`src/rtl/imem_program_loader.sv`:
```
// Packs symbolic instruction fields into 32-bit words and writes them into instruction memory.
// The core is held in reset until a full program has been loaded.
module imem_program_loader #(
   parameter int AW    = 6,
   parameter int DEPTH = 64
) (
   input  logic          clk,
   input  logic          reset,
   input  logic          start,
   input  logic          f_valid,
   output logic          f_ready,
   input  logic          f_last,
   input  logic [1:0]    f_cls,
   input  logic [3:0]    f_cond,
   input  logic [5:0]    f_funct,
   input  logic [3:0]    f_ra,
   input  logic [3:0]    f_rb,
   input  logic [23:0]   f_imm,
   output logic          imem_we,
   output logic [AW-1:0] imem_addr,
   output logic [31:0]   imem_wdata,
   output logic          core_hold,
   output logic          done,
   output logic          err_illegal,
   output logic          err_ovf,
   output logic [AW:0]   words_loaded
);

   typedef enum logic [2:0] {
      S_IDLE,
      S_LOAD,
      S_DRAIN,
      S_RUN,
      S_ERROR
   } state_t;

   localparam logic [AW:0] DEPTH_W = (AW+1)'(DEPTH);

   state_t        state_q, state_d;
   logic          we_q, we_d;
   logic [AW-1:0] addr_q, addr_d;
   logic [31:0]   wdata_q, wdata_d;
   logic [AW:0]   words_q, words_d;
   logic          err_ill_q, err_ill_d;
   logic          err_ovf_q, err_ovf_d;
   logic          core_hold_q, core_hold_d;
   logic          done_q, done_d;

   logic [31:0]   enc_word;
   logic          beat_illegal;
   logic          ready;
   logic          hs;

   always_comb begin
      enc_word = 32'h0;
      unique case (f_cls)
         2'b00:   enc_word = {f_cond, 2'b00, f_funct, f_ra, f_rb, f_imm[11:0]};
         2'b01:   enc_word = {f_cond, 2'b01, f_funct, f_ra, f_rb, f_imm[11:0]};
         2'b10:   enc_word = {f_cond, 2'b10, 1'b1, f_funct[0], f_imm};
         default: enc_word = {f_cond, 6'b000000, f_funct[1:0], f_ra, f_rb,
                              f_imm[3:0], 4'b1001, f_imm[7:4]};
      endcase
      beat_illegal = (f_cls == 2'b11) && (f_funct[5:2] != 4'b0000);
   end

   // Stop accepting once the words already committed or in flight fill the memory.
   assign ready = (state_q == S_LOAD) && !start &&
                  ((words_q + (AW+1)'(we_q)) < DEPTH_W);
   assign hs    = f_valid && ready;

   always_comb begin
      state_d   = state_q;
      we_d      = 1'b0;
      addr_d    = we_q ? addr_q + AW'(1) : addr_q;
      words_d   = words_q + (AW+1)'(we_q);
      wdata_d   = wdata_q;
      err_ill_d = err_ill_q;
      err_ovf_d = err_ovf_q;
      unique case (state_q)
         S_IDLE, S_RUN, S_ERROR: begin
            if (start) begin
               state_d   = S_LOAD;
               addr_d    = '0;
               words_d   = '0;
               err_ill_d = 1'b0;
               err_ovf_d = 1'b0;
            end
         end
         S_LOAD: begin
            if (start) begin
               addr_d  = '0;
               words_d = '0;
            end else begin
               if (hs) begin
                  if (beat_illegal) begin
                     err_ill_d = 1'b1;
                  end else begin
                     we_d    = 1'b1;
                     wdata_d = enc_word;
                  end
               end
               if (hs && f_last) begin
                  state_d = S_DRAIN;
               end else if (we_q && (words_q + (AW+1)'(1) == DEPTH_W)) begin
                  state_d   = S_ERROR;
                  err_ovf_d = 1'b1;
               end
            end
         end
         S_DRAIN: begin
            // The single in-flight write always retires during this cycle.
            if (start) begin
               state_d = S_LOAD;
               addr_d  = '0;
               words_d = '0;
            end else begin
               state_d = S_RUN;
            end
         end
         default: state_d = S_IDLE;
      endcase
      core_hold_d = (state_d != S_RUN);
      done_d      = (state_d == S_RUN);
   end

   always_ff @(posedge clk or negedge reset) begin
      if (!reset) begin
         state_q     <= S_IDLE;
         we_q        <= 1'b0;
         addr_q      <= '0;
         wdata_q     <= 32'h0;
         words_q     <= '0;
         err_ill_q   <= 1'b0;
         err_ovf_q   <= 1'b0;
         core_hold_q <= 1'b1;
         done_q      <= 1'b0;
      end else begin
         state_q     <= state_d;
         we_q        <= we_d;
         addr_q      <= addr_d;
         wdata_q     <= wdata_d;
         words_q     <= words_d;
         err_ill_q   <= err_ill_d;
         err_ovf_q   <= err_ovf_d;
         core_hold_q <= core_hold_d;
         done_q      <= done_d;
      end
   end

   assign f_ready      = ready;
   assign imem_we      = we_q;
   assign imem_addr    = addr_q;
   assign imem_wdata   = wdata_q;
   assign core_hold    = core_hold_q;
   assign done         = done_q;
   assign err_illegal  = err_ill_q;
   assign err_ovf      = err_ovf_q;
   assign words_loaded = words_q;

endmodule

```
`config.mk`:
```
export PLATFORM = sky130hd
export DESIGN_NAME = imem_program_loader
export DESIGN_NICKNAME = d
export VERILOG_FILES = /design/src/rtl/imem_program_loader.sv
export SDC_FILE = /design/constraint.sdc
export NUM_CORES = 1
export LEC_CHECK = 0
export ABC_AREA = 1
export ABC_CLOCK_PERIOD_IN_PS = 3200
export CAP_MARGIN = 25
export CORE_MARGIN = 3
export CORE_UTILIZATION = 30
export DETAILED_ROUTE_END_ITERATION = 8
export GPL_TIMING_DRIVEN = 0
export HOLD_SLACK_MARGIN = 0.02
export SYNTH_ARGS = -nofsm -noshare
export SYNTH_HDL_FRONTEND = slang
export SYNTH_SLANG_ARGS = --single-unit
```
`constraint.sdc`:
```
create_clock -name clk -period 3.2 [get_ports clk]
set_clock_uncertainty 0.2 [all_clocks]
set_input_delay 0.48 -clock clk [delete_from_list [all_inputs] [get_ports clk]]
set_output_delay 0.48 -clock clk [all_outputs]
set_load 0.05 [all_outputs]
```
## After elaboration in Yosys (flattened, before gate mapping)

Cells that the tools add are included.

- Add/subtract/negate cells: 3
- Order comparisons: 1
- Muxes and demuxes: 25
- Bitwise gates (word level): 2
- Reductions and logical operators: 16
- Equal/unequal tests: 16

Operators by type and width:

| operator | count |
|---|---|
| $pmux 28 s3 | 1 |
| $mux 6 | 3 |
| $mux 7 | 2 |
| $mux 3 | 4 |
| $mux 1 | 11 |
| $ne 2x2->1 const B | 5 |
| $reduce_and 5->1 | 2 |
| $eq 3x2->1 const B | 3 |
| $pmux 3 s3 | 1 |
| $add 7x1->7 | 1 |
| $add 7x1->7 const B | 1 |
| $eq 7x7->1 const B | 1 |
| $lt 7x7->1 const B | 1 |
| $add 6x1->6 const B | 1 |
| $logic_and 1x1->1 | 6 |
| $reduce_or 5->1 | 1 |
| $eq 2x2->1 const B | 2 |
| $pmux 1 s2 | 2 |
| $reduce_and 4->1 | 1 |
| $reduce_bool 4->1 | 1 |
| $eq 3x1->1 const B | 1 |
| $eq 3x3->1 const B | 1 |
| $logic_not 3->1 | 1 |
| $ne 3x2->1 const B | 1 |
| other kinds (8) | 9 |

- Bits in registers: 53
- Word-level logic and storage cells: 72
- Input port bits: 49

## Longest topological paths before layout

- Depth after elaboration: 9
- Depth in mapped cells: 12

## Least setup slack after synthesis

Ideal clock, no wire load.

- Kind: flip-flop to flip-flop
- Start point: register we_q, in the netlist imem_we
- End point: register wdata_q[7], in the netlist imem_wdata[7]
- Period minus slack after synthesis: 2.539 ns
- Setup slack: 0.661 ns
- Buffers on the path: 1
- Cell stages (with the launch flop): 13
- Library setup time: 0.123 ns
- Arrival time: 2.216 ns
- Cell sequence: dfrtp_1 -> ha_1 -> ha_1 -> inv_1 -> nor2_1 -> nand3_1 -> nand2_2 -> nand2_1 -> inv_2 -> nand3_4 -> buf_8 -> nand2_2 -> nand2_1

- Longest elaborated chain between the ends: 5

RTL lines:

| item | line | RTL |
|---|---|---|
| start, declared | 40 | `logic we_q, we_d;` |
| start signal, assigned | 139 | `we_q <= we_d;` |
| $add 7x1->7 | 68 | `((words_q + (AW+1)'(we_q)) < DEPTH_W);` |
| $lt 7x7->1 | 68 |  |
| $logic_and 1x1->1 | 67 | `assign ready = (state_q == S_LOAD) && !start &&` |
| via f_ready | 11 | `output logic f_ready,` |
| $logic_and 1x1->1 | 69 | `assign hs = f_valid && ready;` |
| $reduce_and 4->1 (no source line) | n/a |  |
| end signal, assigned | 141 | `wdata_q <= wdata_d;` |
| end, declared | 42 | `logic [31:0] wdata_q, wdata_d;` |

The timed path passes the listed nets, and every way through them passes these cells.
A chain may end at the register's enable or synchronous reset.

## Worst setup path in the final report

- Start point: register we_q, in the netlist imem_we
- End point: output port f_ready

- Longest elaborated chain between the ends: 3

RTL lines:

| item | line |
|---|---|
| $add 7x1->7 | 68 |
| $lt 7x7->1 | 68 |
| $logic_and 1x1->1 | 67 |
| end, declared | 11 |

No other way between the ends.

==> impl_metrics.tcl <==
set metrics [dict create \
    post_cts_buffers 0 \
    ys_warn_count 0 \
    crit_fanout 9 \
    drt-initial-drc-count 83 \
    num_rows 32 \
    cts_made_buffers 5 \
    ctsLongestPathBuffers 2 \
    root_buffer "clkbuf_8" \
    routed_via_density 4.29 \
    wl_per_cell_um 12.0 \
    period_share_pct 92.9 \
    synth-seq-cells 53 \
    die_y_um 98.0 \
    fin_nets 476 \
    regToRegStartpoint "imem_we" \
    slew_headroom_pct 64.1 \
    syn_inst 316 \
    crit_start "imem_we" \
    finalWirelength_um 6310 \
    place_area_um2 3670 \
    cts_num_sinks 53 \
    cts_tree "yes" \
    power_density_nw_per_um2 813 \
    dp_slack_ns 0.237 \
    worstSetupStartpointType "flop" \
    hold_ws_ns 0.278 \
    slew_viol_final 0 \
    final_cell_area_um2 3820 \
    fin_setup_tns_ns 0 \
    layoutNonFillerInstCount 527 \
    htreeDepth 2 \
    grt_usage_pct 13.2 \
    start_util_pct 31.9 \
    crit_type "reg -> out" \
    cp_data_arrival_time_ns 2.29 \
    cap_violations 0 \
    die_w_um 98.0 \
    grt_pass1_vias 2152 \
    cp-end-kind "primary output" \
    clk-insertion-delay-late_ns 0.30 \
    grt_max_degree 38 \
    power_mw 3.10 \
    rsz0062_at_grt "false" \
    layout-drive-gt1-share_pct 7.53 \
    power_leakage_nw 1.87 \
    hold_viol_final 0 \
    min_period_ns 2.97 \
    vdd_drop_max_mv 0.482 \
    grt_pass1_wl_um 10400 \
    core-area_um2 7970 \
    ys_async_sr_fraction_pct 100 \
    min_path_type "reg -> reg" \
    post-route-util_pct 47.9 \
    dp.cells 518 \
    synth-seq-area-share_pct 52.3 \
    vias 2260 \
    synth_nets 368 \
    fmax_ghz 0.336 \
    synth-edff-count 0 \
    ios 100 \
    status "finished clean" \
    hold_start "imem_wdata[9]" \
    antenna_found_initial 0 \
    synthFlopType "dfrtp_1" \
    clkSlewWorstSetupHoldPaths_ns 0.10 \
    worstMarginPinSlew_ns 0.536 \
    drt_pass1_iterations 4 \
    setup_viol 0 \
    ant_nets 0 \
    routabilityCongestion 0.781 \
    required_ns 2.52 \
    synth_area_per_cell_um2 8.04 \
    dp_hpwl_um 4930 \
    post-route-drc-count 0 \
    finalWorstSetupSlack_ns 0.226 \
    overflow 0 \
    synth_cell_types 31 \
    portBuffers 99 \
    area_growth_pct 50.3 \
    die_area_um2 9610 \
    syn-cell-area_um2 2540 \
    n_antenna_cell 0 \
]
## state kept, by name, summed over array words and instances, names as in the netlist
name,flops
imem_addr,6
done,1
err_ovf,1
words_loaded,7
imem_wdata,32
state_q,3
err_illegal,1
core_hold,1
imem_we,1
## worst max-delay path, cell delays in order, from the launching register on
cell and delay, ns:
dfrtp_1 0.51, ha_1 0.26, ha_1 0.21, inv_1 0.05, nor2_1 0.09, nand3_1 0.08
nand2_2 0.13, nand2_1 0.08, inv_2 0.09, clkdlybuf4s15_1 0.50
## layout make-up
class,instances,area (µm²)
Timing Repair Buffer,101,1020
Tap cell,102,128
Fill cell,795,4150
Clock buffer,5,68.8
Multi-Input combinational cell,232,1040
Clock inverter,3,65.1
Buffer,11,95.1
Inverter,20,75.1
Sequential cell,53,1330
## cell families (layout without fill, tap and decap cells)
kind of cell	count (synthesis)	after routing	synth area share [%]
AND/OR/NAND/NOR	208	208	33.7
flip-flops	53	53	52.3
buffers and inverters	31	140	6.70
AO/OA/AOI/OAI	15	15	3.69
XOR/XNOR	5	5	1.72
adder cells (fa/ha/maj)	3	3	1.48
multiplexers	1	1	0.394
## synth_stat cells, drive strengths merged (2+ instances only)
library cell | count | area, µm²
inv | 20 | 75.1
nor2 | 22 | 90.1
clkbuf | 4 | 18.8
o22ai | 2 | 12.5
a21oi | 4 | 20.0
o21ai | 5 | 25.0
nand2 | 164 | 628
nand3 | 14 | 87.6
nand4 | 2 | 12.5
dfrtp | 52 | 1300
and3 | 2 | 13.8
a22o | 2 | 17.5
nor3 | 2 | 10.0
nor3b | 2 | 15.0
xor2 | 4 | 35.0
buf | 7 | 76.3
ha | 3 | 37.5
## per-layer routing
metal  track usage, %  wire length (µm)  vias up  share of wire (%)
met4             2.88                47        0               0.74
met2             20.2              2730       68                 43
met1             17.7              2970     1001                 47
met3             5.36               568        4                9.0
li1                 -                 -     1187                  -
met5                0                 0        -                  0
## power by group
group	total, mW	internal [mW]	switching, mW
clock network	0.529	0.311	0.218
registers	1.01	0.877	0.130
logic	1.57	0.524	1.04
total	3.10	1.71	1.39
## final timing paths
check / slack (ns) / depth (start not counted) / endpoint
max: 0.23 / 9 / f_ready
min: 0.28 / 2 / imem_wdata[9]
max reg2reg: 0.99 / 12 / imem_wdata[1]
min reg2reg: 0.28 / 2 / imem_wdata[9]
max in group asynchronous: 1.76 / 3 / core_hold
min in group asynchronous: 0.43 / 2 / imem_wdata[21]
## timing repair
item / CTS / global route
setup endpoints to repair: 1 / 1
hold endpoints to repair: 16 / 0
hold buffers: 1 / 0
gates resized for setup: 1 / 1
## cells in the final DEF, fill, tap and decap left out, drive strengths merged, types with 2 or more instances in the layout
cell type,Yosys,routed
dfrtp,52,52
o22ai,2,2
and3,2,2
nor2,22,22
nor3b,2,2
bufinv,0,2
a22o,2,2
clkdlybuf4s50,0,97
o21ai,5,5
nand4,2,2
buf,7,9
xor2,4,4
nor3,2,2
inv,20,20
nand2,164,164
nand3,14,14
ha,3,3
clkbuf,4,9
a21oi,4,4
Power figures use the tool's default switching activity.
==> RTL change (config.mk and constraints unchanged) <==
Take the reset off `wdata_q` and load it in a clocked block of its own.
--- a/src/rtl/imem_program_loader.sv
+++ b/src/rtl/imem_program_loader.sv
@@ -128,7 +128,6 @@
          state_q     <= S_IDLE;
          we_q        <= 1'b0;
          addr_q      <= '0;
-         wdata_q     <= 32'h0;
          words_q     <= '0;
          err_ill_q   <= 1'b0;
          err_ovf_q   <= 1'b0;
@@ -138,13 +137,16 @@
          state_q     <= state_d;
          we_q        <= we_d;
          addr_q      <= addr_d;
-         wdata_q     <= wdata_d;
          words_q     <= words_d;
          err_ill_q   <= err_ill_d;
          err_ovf_q   <= err_ovf_d;
          core_hold_q <= core_hold_d;
          done_q      <= done_d;
       end
+   end
+
+   always_ff @(posedge clk) begin
+      wdata_q <= wdata_d;
    end
 
    assign f_ready      = ready;
Behaviour: differs if reset is asserted again (counterexample within 4 cycles, from zero or initial values and one cycle with reset low); with reset held inactive, the same outputs for 10 cycles.
==> RTL change against the unedited design <==
  * Wire length is 16% lower
  * Cell area is 6.7% lower
  * Area after synthesis is 8.8% lower
  * Core utilization is 0.41 points higher
  * Critical path depth is 2 lower
  * Maximum frequency is 0.61% higher
  * Die area is 8.3% lower
  * Worst setup slack better by 18 ps
  * Sequential cell count stayed put
  * Critical endpoint unchanged
Power is not compared: it rests on default switching activity, and its combinational part moved more than twofold at a synthesized area within 25%.
==> RTL change: results <==
group,metric,value,unit
place,place_hpwl,4040,um
global_route,pin_count_of_the_biggest_net_entering_global_routing,33,
route,wl_met2,2470,um
synth,syn-mean-instance-area,10.3,um2
synth,synth.yosys.warnings,0,
route,routed_wl,5320,um
floorplan,floorplan.die.width,93.9,um
layout,register_area,1490,um2
place,dp_cells,422,
route,initialDrtViolationCount,67,
layout,fraction_of_final_layout_cells_sized_beyond_drive_strength_1,0.0873,
synth,postSynth.topFlopCell,"edfxtp_1",
global_route,grt_first_pass_wirelength,8580,um
layout,finalCoreUtilization,0.483,
synth,synthesis.nets,276,
route,route.layer.met1.wl,2350,um
layout,nFillCells,690,
layout,finish.net_count,383,
power,p_int,0.00112,W
min_path,hold_path.class,"input port to asynchronous set/reset pin",
layout,multiInputCombCellCount,140,
layout,inverters_non_clock,27,
place,pre_cts_slack,278,ps
critical_path,slowest_delay,540,ps
synth,synth_enable_flop_cells,32,
critical_path,critPathMaxFanout,8,
synth,synth.area.top_cells,"edfxtp_1 (41%), dfrtp_1 (22%), nand2_1 (10%)",
layout,multi_input_comb_area,724,um2
critical_path,rr_endpoint,"imem_wdata[0]",
synth,ys_seq_area_frac,0.642,
route,routed.top_layer,"met4",
layout,clk_share,0.0249,
critical_path,slowest_stage,"dlygate4sd2_1",
sta,fmaxAchievable,338,MHz
layout,n_all_buffers,104,
place,placer_congestion_estimate,0.787,
sta,timing.hold.ws,165,ps
route,wl_met3,429,um
critical_path,critical_path.top_delay_family,"buffers and inverters",
global_route,number_of_global_route_vias_before_repair,1770,
layout,finalNonFillerCells,431,
place,detailed_place.area,3450,um2
critical_path,worst-r2r-setup-slack,380,ps
global_route,grtUsageTotal,0.126,
synth,postSynth.asyncResetShare,0.396,
sta,relSlewSlack,0.402,
clock_network,worst_setup_hold_path_clk_slew,100,ps
synth,ys_top_cells_by_count,"nand2_1 (64), edfxtp_1 (32), inv_1 (25), nor2_1 (22), dfrtp_1 (20)",
route,drt-vias-per-instance,4.22,
critical_path,worst_r2r_path_depth,8,
outcome,run_status,"finished clean",
RTL change: cell types whose count changed after synthesis, sizes merged, moves of 2 or more:
cell | before | now
inv | 20 | 27
edfxtp | 0 | 32
buf | 7 | 2
o21ai | 5 | 8
nor2 | 22 | 27
nand2 | 164 | 67
clkbuf | 4 | 2
a22o | 2 | 0
dfrtp | 52 | 20
nand3 | 14 | 8
RTL change: routing by layer:
| metal | global-route usage | vias up |
|---|---|---|
| met2 | 0.210 | 61 |
| met5 | 0 | - |
| met3 | 0.0377 | 5 |
| li1 | - | 941 |
| met1 | 0.156 | 811 |
| met4 | 0.0433 | 0 |
RTL change: cell families after synthesis:
kind of cell             synth area share
AND/OR/NAND/NOR                     0.212
flip-flops                          0.642
buffers and inverters              0.0513
AO/OA/AOI/OAI                      0.0513
XOR/XNOR                           0.0265
adder cells (fa/ha/maj)            0.0162
